### src/rtl/riscv_core_div_seq_if.sv
// Divider handshake bundle: issue operands/op, flush, and the result return path.
// slave = divider side, master = pipeline side driving operands and taking results.
interface riscv_core_div_seq_if #(
  parameter int XLEN = 32
);
  logic            i_div_flush;
  logic            i_div_valid;
  logic            o_div_ready;
  logic [XLEN-1:0] i_div_srcA;
  logic [XLEN-1:0] i_div_srcB;
  logic [1:0]      i_div_control;
  logic            i_div_isword;
  logic            o_div_valid;
  logic            i_div_ready;
  logic [XLEN-1:0] o_div_result;
  logic            o_div_busy;

  modport slave (
    input  i_div_flush, i_div_valid, i_div_srcA, i_div_srcB,
    input  i_div_control, i_div_isword, i_div_ready,
    output o_div_ready, o_div_valid, o_div_result, o_div_busy
  );

  modport master (
    output i_div_flush, i_div_valid, i_div_srcA, i_div_srcB,
    output i_div_control, i_div_isword, i_div_ready,
    input  o_div_ready, o_div_valid, o_div_result, o_div_busy
  );
endinterface

### src/rtl/riscv_core_div_seq.sv
// Radix-2 restoring divider (DIV/DIVU/REM/REMU and *W), one quotient bit per clock.
// Ports: i_clk, i_rst (sync, active-high), div (slave modport of the handshake bundle).
module riscv_core_div_seq #(
  parameter int XLEN    = 32,
  parameter bit WORD_EN = 1'b0
) (
  input logic                 i_clk,
  input logic                 i_rst,
  riscv_core_div_seq_if.slave div
);
  localparam int H  = XLEN / 2;
  localparam int CW = $clog2(XLEN);

  typedef enum logic [1:0] {IDLE, CALC, DONE} state_e;

  state_e          state_q, state_d;
  logic [XLEN-1:0] a_q, a_d;
  logic [XLEN-1:0] b_q, b_d;
  logic [XLEN:0]   r_q, r_d;
  logic [CW-1:0]   cnt_q, cnt_d;
  logic [XLEN-1:0] res_q, res_d;
  logic            valid_q, valid_d;
  logic            rem_q, rem_d;
  logic            word_q, word_d;
  logic            negq_q, negq_d;
  logic            negr_q, negr_d;

  function automatic logic [XLEN-1:0] wfix(input logic w,
                                           input logic [XLEN-1:0] v);
    return w ? {{H{v[H-1]}}, v[H-1:0]} : v;
  endfunction

  logic            is_word, sgn, is_rem;
  logic            a_s, b_s, dz, ovf;
  logic [XLEN-1:0] a_ext, b_ext, a_abs, b_abs, min_v, sp_res;

  assign is_word = WORD_EN & div.i_div_isword;
  assign sgn     = ~div.i_div_control[0];
  assign is_rem  = div.i_div_control[1];

  always_comb begin
    a_ext = div.i_div_srcA;
    b_ext = div.i_div_srcB;
    min_v = {1'b1, {(XLEN-1){1'b0}}};
    if (is_word) begin
      a_ext = {{H{sgn & div.i_div_srcA[H-1]}}, div.i_div_srcA[H-1:0]};
      b_ext = {{H{sgn & div.i_div_srcB[H-1]}}, div.i_div_srcB[H-1:0]};
      min_v = {{(H+1){1'b1}}, {(H-1){1'b0}}};
    end
  end

  assign a_s   = sgn & a_ext[XLEN-1];
  assign b_s   = sgn & b_ext[XLEN-1];
  assign a_abs = a_s ? -a_ext : a_ext;
  assign b_abs = b_s ? -b_ext : b_ext;
  assign dz    = (b_ext == '0);
  assign ovf   = sgn & (a_ext == min_v) & (b_ext == '1);

  // divide-by-zero wins over overflow
  always_comb begin
    if (dz) sp_res = is_rem ? a_ext : '1;
    else    sp_res = is_rem ? '0 : a_ext;
  end

  // one restoring step; quotient bits enter a_q from the bottom
  logic [XLEN:0]   r_sh, r_nx;
  logic [XLEN-1:0] a_nx, q_fx, r_fx;
  logic            ge;

  assign r_sh = {r_q[XLEN-1:0], a_q[XLEN-1]};
  assign ge   = (r_sh >= {1'b0, b_q});
  assign r_nx = ge ? (r_sh - {1'b0, b_q}) : r_sh;
  assign a_nx = {a_q[XLEN-2:0], ge};
  assign q_fx = negq_q ? -a_nx : a_nx;
  assign r_fx = negr_q ? -r_nx[XLEN-1:0] : r_nx[XLEN-1:0];

  always_comb begin
    state_d = state_q;
    a_d     = a_q;
    b_d     = b_q;
    r_d     = r_q;
    cnt_d   = cnt_q;
    res_d   = res_q;
    valid_d = valid_q;
    rem_d   = rem_q;
    word_d  = word_q;
    negq_d  = negq_q;
    negr_d  = negr_q;
    if (div.i_div_flush) begin
      state_d = IDLE;
      valid_d = 1'b0;
    end else begin
      unique case (state_q)
        IDLE: if (div.i_div_valid) begin
          rem_d  = is_rem;
          word_d = is_word;
          negq_d = a_s ^ b_s;
          negr_d = a_s;
          if (dz | ovf) begin
            res_d   = wfix(is_word, sp_res);
            valid_d = 1'b1;
            state_d = DONE;
          end else begin
            // word dividend is pre-aligned so its msb sits at bit XLEN-1
            a_d     = is_word ? (a_abs << H) : a_abs;
            b_d     = b_abs;
            r_d     = '0;
            cnt_d   = is_word ? CW'(H-1) : CW'(XLEN-1);
            state_d = CALC;
          end
        end
        CALC: begin
          a_d   = a_nx;
          r_d   = r_nx;
          cnt_d = cnt_q - CW'(1);
          if (cnt_q == '0) begin
            res_d   = wfix(word_q, rem_q ? r_fx : q_fx);
            valid_d = 1'b1;
            state_d = DONE;
          end
        end
        DONE: if (div.i_div_ready) begin
          valid_d = 1'b0;
          state_d = IDLE;
        end
        default: state_d = IDLE;
      endcase
    end
  end

  always_ff @(posedge i_clk) begin
    if (i_rst) begin
      state_q <= IDLE;
      valid_q <= 1'b0;
      res_q   <= '0;
      a_q     <= '0;
      b_q     <= '0;
      r_q     <= '0;
      cnt_q   <= '0;
      rem_q   <= 1'b0;
      word_q  <= 1'b0;
      negq_q  <= 1'b0;
      negr_q  <= 1'b0;
    end else begin
      state_q <= state_d;
      valid_q <= valid_d;
      res_q   <= res_d;
      a_q     <= a_d;
      b_q     <= b_d;
      r_q     <= r_d;
      cnt_q   <= cnt_d;
      rem_q   <= rem_d;
      word_q  <= word_d;
      negq_q  <= negq_d;
      negr_q  <= negr_d;
    end
  end

  assign div.o_div_ready  = (state_q == IDLE);
  assign div.o_div_busy   = (state_q != IDLE);
  assign div.o_div_valid  = valid_q;
  assign div.o_div_result = res_q;
endmodule
### src/flat_wrapper.sv
// flat-port wrapper written by rule: the top's interface ports become plain ports
module riscv_core_div_seq_flat 
#(
  parameter int XLEN    = 32,
  parameter bit WORD_EN = 1'b0
)
  (i_clk, i_rst, div_i_div_flush, div_i_div_valid, div_i_div_srcA, div_i_div_srcB, div_i_div_control, div_i_div_isword, div_i_div_ready, div_o_div_ready, div_o_div_valid, div_o_div_result, div_o_div_busy);
  riscv_core_div_seq_if #(.XLEN(XLEN)) div_i ();
  input logic i_clk;
  input logic i_rst;
  input wire logic [$bits(div_i.i_div_flush)-1:0] div_i_div_flush;
  input wire logic [$bits(div_i.i_div_valid)-1:0] div_i_div_valid;
  input wire logic [$bits(div_i.i_div_srcA)-1:0] div_i_div_srcA;
  input wire logic [$bits(div_i.i_div_srcB)-1:0] div_i_div_srcB;
  input wire logic [$bits(div_i.i_div_control)-1:0] div_i_div_control;
  input wire logic [$bits(div_i.i_div_isword)-1:0] div_i_div_isword;
  input wire logic [$bits(div_i.i_div_ready)-1:0] div_i_div_ready;
  output wire logic [$bits(div_i.o_div_ready)-1:0] div_o_div_ready;
  output wire logic [$bits(div_i.o_div_valid)-1:0] div_o_div_valid;
  output wire logic [$bits(div_i.o_div_result)-1:0] div_o_div_result;
  output wire logic [$bits(div_i.o_div_busy)-1:0] div_o_div_busy;
  assign div_i.i_div_flush = div_i_div_flush;
  assign div_i.i_div_valid = div_i_div_valid;
  assign div_i.i_div_srcA = div_i_div_srcA;
  assign div_i.i_div_srcB = div_i_div_srcB;
  assign div_i.i_div_control = div_i_div_control;
  assign div_i.i_div_isword = div_i_div_isword;
  assign div_i.i_div_ready = div_i_div_ready;
  assign div_o_div_ready = div_i.o_div_ready;
  assign div_o_div_valid = div_i.o_div_valid;
  assign div_o_div_result = div_i.o_div_result;
  assign div_o_div_busy = div_i.o_div_busy;
  riscv_core_div_seq #(.XLEN(XLEN), .WORD_EN(WORD_EN)) u_core (.i_clk(i_clk), .i_rst(i_rst), .div(div_i));
endmodule
### config.mk
export PLATFORM = sky130hd
export DESIGN_NAME = riscv_core_div_seq_flat
export DESIGN_NICKNAME = d
export VERILOG_FILES = /design/src/rtl/riscv_core_div_seq_if.sv /design/src/rtl/riscv_core_div_seq.sv /design/src/flat_wrapper.sv
export SDC_FILE = /design/constraint.sdc
export NUM_CORES = 1
export LEC_CHECK = 0
export CORE_AREA = 2 2 174 176
export DETAILED_ROUTE_END_ITERATION = 6
export DIE_AREA = 0 0 176 178
export PLACE_DENSITY = 0.61
export SKIP_LAST_GASP = 1
export SLEW_MARGIN = 0
export SYNTH_ARGS = -nofsm -noshare
export SYNTH_HDL_FRONTEND = slang
export SYNTH_SLANG_ARGS = --single-unit
### constraint.sdc
create_clock -name i_clk -period 7.39 [get_ports i_clk]
set_clock_uncertainty 0.15 [all_clocks]
set_input_delay 1.8475 -clock i_clk [delete_from_list [all_inputs] [get_ports i_clk]]
set_output_delay 1.8475 -clock i_clk [all_outputs]
set_load 0.05 [all_outputs]
==> impl_metrics.toml, run 1 <==
[pwr]
p_leak_uw = 0.00502
p_per_area_nw_per_um2 = 166
vdd_ir_drop_max_uv = 125

[placement]
port_buffers = 105
placedCellCount = 2023
gp_congestion = 0.901
hpwl_um = 30000

[worst_setup_path]
worstSetupPathType = "primary input to register"
regToRegSetupSlack_ns = 1.81
start_kind = "primary input"
arrival_ns = 6.20
worst_r2r_endpoint = "u_core.div.o_div_result[28]$_SDFFE_PP0P_"
reg2regPathDepth = 19
r2r-start = "u_core.r_q[5]$_SDFFE_PP0P_"
crit_required_ns = 7.62
crit_start = "div_i_div_srcA[2]"
endpoint_kind = "register"
cp_max_fo = 17

[yosys]
synth.largest_area_cell = "dfxtp_1"
synthMostInstantiatedCell = "nor2_1"
syn_nets = 1727
synth_warnings = 0
syn_area_per_cell_sq_um = 7.24
synth.top_cell.area_share_pct = 23.8
synth_seq_cells = 139
synth_cells = 1615
synth_edf_count = 0
async_flop_share_pct = 0
syn_area_sq_um = 11700
synthTopCellsByArea = "dfxtp_1 24%, nor2_1 8.2%, a21oi_1 6.0%, xnor2_1 5.5%, a211oi_1 4.8%"
ys_types = 86
seq_area_frac_synth_pct = 23.8
ys.flop_type = "dfxtp_1"
ys_top_cells_by_count = "254 x nor2_1, 139 x a21oi_1, 139 x dfxtp_1"

[hold_path]
min_path_type = "register to register"
holdPathStages = 2
min_from = "u_core.div.o_div_result[7]$_SDFFE_PP0P_"
whs_endpoint = "u_core.div.o_div_result[7]$_SDFFE_PP0P_"

[layout]
nets = 1764
drive_gt1_share_pct = 5.29
fin_cells = 2055
area_growth_pct = 15.6
antennaDiodeCount = 0
fillers = 2975
fin_util_pct = 45.9

[clock_network]
cts_resized = 0
clk_pin_slew_ns = 0.07
clock_sinks = 139
h-tree-depth = 4
cts_tree = "done"
max-clock-path-buffers = 2
cts_buffers = 17
insertion_delay_ns = 0.44
root_buffer = "clkbuf_16"
postCtsHoldBufs = 0
cts_setup_buffers = 0

[grt]
globalRouteOverflowTotal = 0
grt_pass1_vias = 10900
grt_max_degree = 88
track_usage_pct = 24.9
grt_pass1_wl_um = 61600
grt_antenna_before_repair = 0

[drt]
drc = 0
via_per_inst = 5.90
dr.pass1.iters = 5
vias = 12100
routed_wl_um = 39200
drtAntennaViolNets = 0
wl_per_cell_um = 19.1
first_iter_violations = 936

[timing]
fin_crit_sh_pct = 80.8
worstMarginPinSlew_ns = 1.04
setup_viol = 0
max_clock_freq_mhz = 167
slew_headroom_pct = 29.0
fin_tns_setup_ns = 0
slew_violations = 0
hold_viol_final = 0
grt_setup_unrepaired = "no"
fin_crit_ns = 5.97

[die]
rows = 63
ios = 107
start_util_pct = 39.8
dieArea_sq_um = 31300
die_h_um = 178
coreArea_sq_um = 29400
die_w_um = 176

[status]
run_status = "finished, final reports clean"

[run]
cap_violations = 0
area by class of cell:
cell class / count / area, sq um / area share [%]
Clock inverter: 14 / 111 / 0.824
Inverter: 62 / 235 / 1.74
Tap cell: 390 / 488 / 3.61
Sequential cell: 139 / 2780 / 20.6
Timing Repair Buffer: 124 / 1200 / 8.91
Multi-Input combinational cell: 1308 / 8260 / 61.1
Clock buffer: 18 / 429 / 3.18
routing by layer:
layer  up-vias  track usage [%]  wire [um]
li1       5956                -          -
met4         0             6.68        793
met1      5747             35.4      18600
met5         -                0          0
met2       372             39.6      17700
met3        55             3.20       2110
how the worst max path moves through the flow:
stage	slack, ns	depth (start not counted)	end
global placement	1.14	14	u_core.div.o_div_result[17]$_SDFFE_PP0P_
floorplan	2.32	22	u_core.div.o_div_result[28]$_SDFFE_PP0P_
detailed placement	1.11	14	u_core.div.o_div_result[17]$_SDFFE_PP0P_
finish	1.42	14	u_core.div.o_div_result[17]$_SDFFE_PP0P_
CTS	1.55	14	u_core.div.o_div_result[17]$_SDFFE_PP0P_
global route	1.20	14	u_core.div.o_div_result[17]$_SDFFE_PP0P_
report_power, final:
part           internal (uW)  switching, uW
Sequential               781           31.5
Combinational            229            383
Clock                    435            379
placed cells by master (no fill, tap or decap), types with 12 or more instances in the layout:
cell             Yosys  final
a211oi_1            74     74
a21oi_1            139    139
a22oi_1             29     29
a31oi_1             16     16
buf_4                1     19
clkbuf_16            0     17
clkdlybuf4s50_1      0    104
dfxtp_1            139    139
ha_1                39     39
inv_1               58     58
maj3_1              24     24
nand2_1            123    122
nand2b_1            13     12
nand3_1             27     27
nand4_1             23     23
nor2_1             254    254
nor3_1              41     40
nor4_1              17     15
o211ai_1            16     16
o21ai_0             84     84
o31ai_1             24     24
o41ai_1             13     13
or4_1               14     14
xnor2_1             73     73
xor2_1              63     63
sequential cells by signal (all words and copies together) (netlist names):
signal                   count
u_core.a_q                  32
u_core.b_q                  32
u_core.cnt_q                 5
u_core.div.o_div_result     32
u_core.div.o_div_valid       1
u_core.negq_q                1
u_core.negr_q                1
u_core.r_q                  32
u_core.rem_q                 1
u_core.state_q               2
worst max-delay path, cell delays in order:
cell and delay (ns):
clkdlybuf4s50_1 0.57, or4_1 0.60, nor3b_1 0.35, nand2_1 0.17
nor4_2 0.31, buf_4 0.21, nand2_1 0.10, nor3_1 0.31
nor2_1 0.27, o21a_1 0.53, nor2_1 0.46, o21ai_0 0.15
a21oi_1 0.17, a22o_1 0.14
per-stage QoR:
stage               instance area (sq um)  total power [uW]  setup slack (ns)  hold slack, ns
global placement                    13000              1420              1.14           0.292
CTS                                 13500              2240              1.55           0.302
finish                              13500              2240              1.42           0.303
detailed placement                  13000              1430              1.11           0.291
global route                        13500              2340              1.20           0.335
floorplan                           11700              1240              2.32           0.282
cells by family after synthesis:
group / after synthesis / synth area share [%]
AO/OA/AOI/OAI: 497 / 28.2
XOR/XNOR: 136 / 10.2
adder cells (fa/ha/maj): 64 / 6.40
buffers and inverters: 168 / 5.80
flip-flops: 139 / 23.8
multiplexers: 18 / 1.68
AND/OR/NAND/NOR: 593 / 24.0
No activity file was read; power rests on OpenSTA's default activity.
==> run 2: changes to the inputs <==
Clock period 7.39 ns to 6.1 ns, I/O delays scaled along.
==> run 2 against run 1 <==
Via count fell by 0.41%. Core utilization grew 0.23 points. Combinational power up 22%. Global-route usage grew 0.29 points. Die area is the same. Largest cell class unchanged. Clock-buffer cell count rose by 1.
==> impl_metrics.toml, run 2 (synthesized netlist as in run 1, its figures left out) <==
[hold_path]
whs_endpoint = "u_core.div.o_div_result[7]$_SDFFE_PP0P_"
min_from = "u_core.div.o_div_result[7]$_SDFFE_PP0P_"
holdPathStages = 2
min_path_type = "register to register"

[worst_setup_path]
crit_chain = "clkdlybuf4s50_1 > or4_1 > nor3b_1 > nand2_1 > nor4_2 > nand2_1 > nor3_1 > nor2_1 > o21a_1 > a2111oi_0 > a211oi_1"
crit_required_ns = 6.24
crit_top_cell = "nand2_1"
cp_slowest_cell = "or4_1"
endpoint_kind = "register"
crit_start = "div_i_div_srcA[2]"
regToRegSetupSlack_ns = 0.84
start_kind = "primary input"
cp_max_fo = 17
slowest_delay_ns = 0.60
arrival_ns = 5.49
r2r-start = "u_core.r_q[14]$_SDFFE_PP0P_"
worstSetupPathType = "primary input to register"
reg2regPathDepth = 20
worst_r2r_endpoint = "u_core.div.o_div_result[30]$_SDFFE_PP0P_"

[placement]
gp_congestion = 0.911
placedCellCount = 2028
hpwl_um = 30300
port_buffers = 105

[grt]
grt_antenna_before_repair = 0
grt_pass1_vias = 11100
grt_max_degree = 89
grt_pass1_wl_um = 62200
globalRouteOverflowTotal = 0
track_usage_pct = 25.2

[drt]
dr.pass1.iters = 7
drtAntennaViolNets = 0
first_iter_violations = 1076
drc = 0
wl_per_cell_um = 19.2
routed_wl_um = 39500
via_per_inst = 5.86
vias = 12100

[timing]
worstMarginPinSlew_ns = 1.10
slew_violations = 0
setup_viol = 0
fin_tns_setup_ns = 0
slew_headroom_pct = 26.4
max_clock_freq_mhz = 187
fin_crit_sh_pct = 87.8
hold_viol_final = 0
fin_crit_ns = 5.35
grt_setup_unrepaired = "no"

[clock_network]
insertion_delay_ns = 0.44
cts_setup_buffers = 0
root_buffer = "clkbuf_16"
max-clock-path-buffers = 2
cts_buffers = 17
postCtsHoldBufs = 0
h-tree-depth = 4
clock_sinks = 139
clk_pin_slew_ns = 0.06
cts_tree = "done"
cts_resized = 0

[pwr]
vdd_ir_drop_max_uv = 180
p_per_area_nw_per_um2 = 202
p_leak_uw = 0.00507

[die]
die_w_um = 176
ios = 107
rows = 63
die_h_um = 178
start_util_pct = 39.8
dieArea_sq_um = 31300
coreArea_sq_um = 29400

[status]
run_status = "finished, final reports clean"

[layout]
antennaDiodeCount = 0
fin_cells = 2060
mostFrequentLayoutCells = "254 x nor2_1, 139 x a21oi_1, 139 x dfxtp_1"
nets = 1769
area_growth_pct = 16.1
drive_gt1_share_pct = 5.63
layout_commonest_cell = "nor2_1"

[run]
cap_violations = 0
## run 2: worst max-delay path by stage
stage	depth (start not counted)	endpoint	slack [ns]
after floorplan	22	u_core.div.o_div_result[28]$_SDFFE_PP0P_	1.03
after global placement	13	u_core.div.o_div_result[19]$_SDFFE_PP0P_	0.42
after detailed placement	13	u_core.div.o_div_result[19]$_SDFFE_PP0P_	0.43
after CTS	13	u_core.div.o_div_result[11]$_SDFFE_PP0P_	0.87
after global routing	11	u_core.div.o_div_result[23]$_SDFFE_PP0P_	0.36
final	11	u_core.div.o_div_result[23]$_SDFFE_PP0P_	0.75
## run 2: cell type report
cell class                 instances  area, sq um
tap                              390          488
timing repair buffer             129         1250
multi-input combinational       1308         8260
fill                            2999        15800
sequential                       139         2780
clock inverter                    13          104
inverter                          62          235
clock buffer                      19          453
## run 2: routing by layer
metal  wire [um]  share of wire [%]  GRT usage [%]  vias up
met3        2160                5.5           3.35       46
met1       18600                 47           35.0     5684
li1            -                  -              -     5949
met4         729                1.8           6.71        0
met5           0                  0              0        -
met2       18000                 46           40.9      401
## run 2: per-stage QoR
step                      setup WS (ns)  instance area [sq um]  util [%]  hold slack [ns]  power [uW]
after floorplan                    1.03                  11700         -            0.282        1500
after global placement            0.422                  13000      44.3            0.293        1730
after detailed placement          0.429                  13000      44.3            0.292        1740
after CTS                         0.868                  13600      46.2            0.303        2740
after global routing              0.358                  13600      46.2            0.334        2870
final                             0.746                  13600      46.2            0.302        2740
## run 2: power breakdown
part	total (uW)	leakage [uW]	switching, uW	internal [uW]
logic	747	0.00367	467	280
clock network	1010	0.000272	460	550
registers	984	0.00113	38.3	946
total	2740	0.00507	964	1780
## run 2: critical path: cells and delay by family
family          cells  cell delay (ns)
compound gates      3             1.12
buf+inv             1             0.57
simple gates        7             2.26
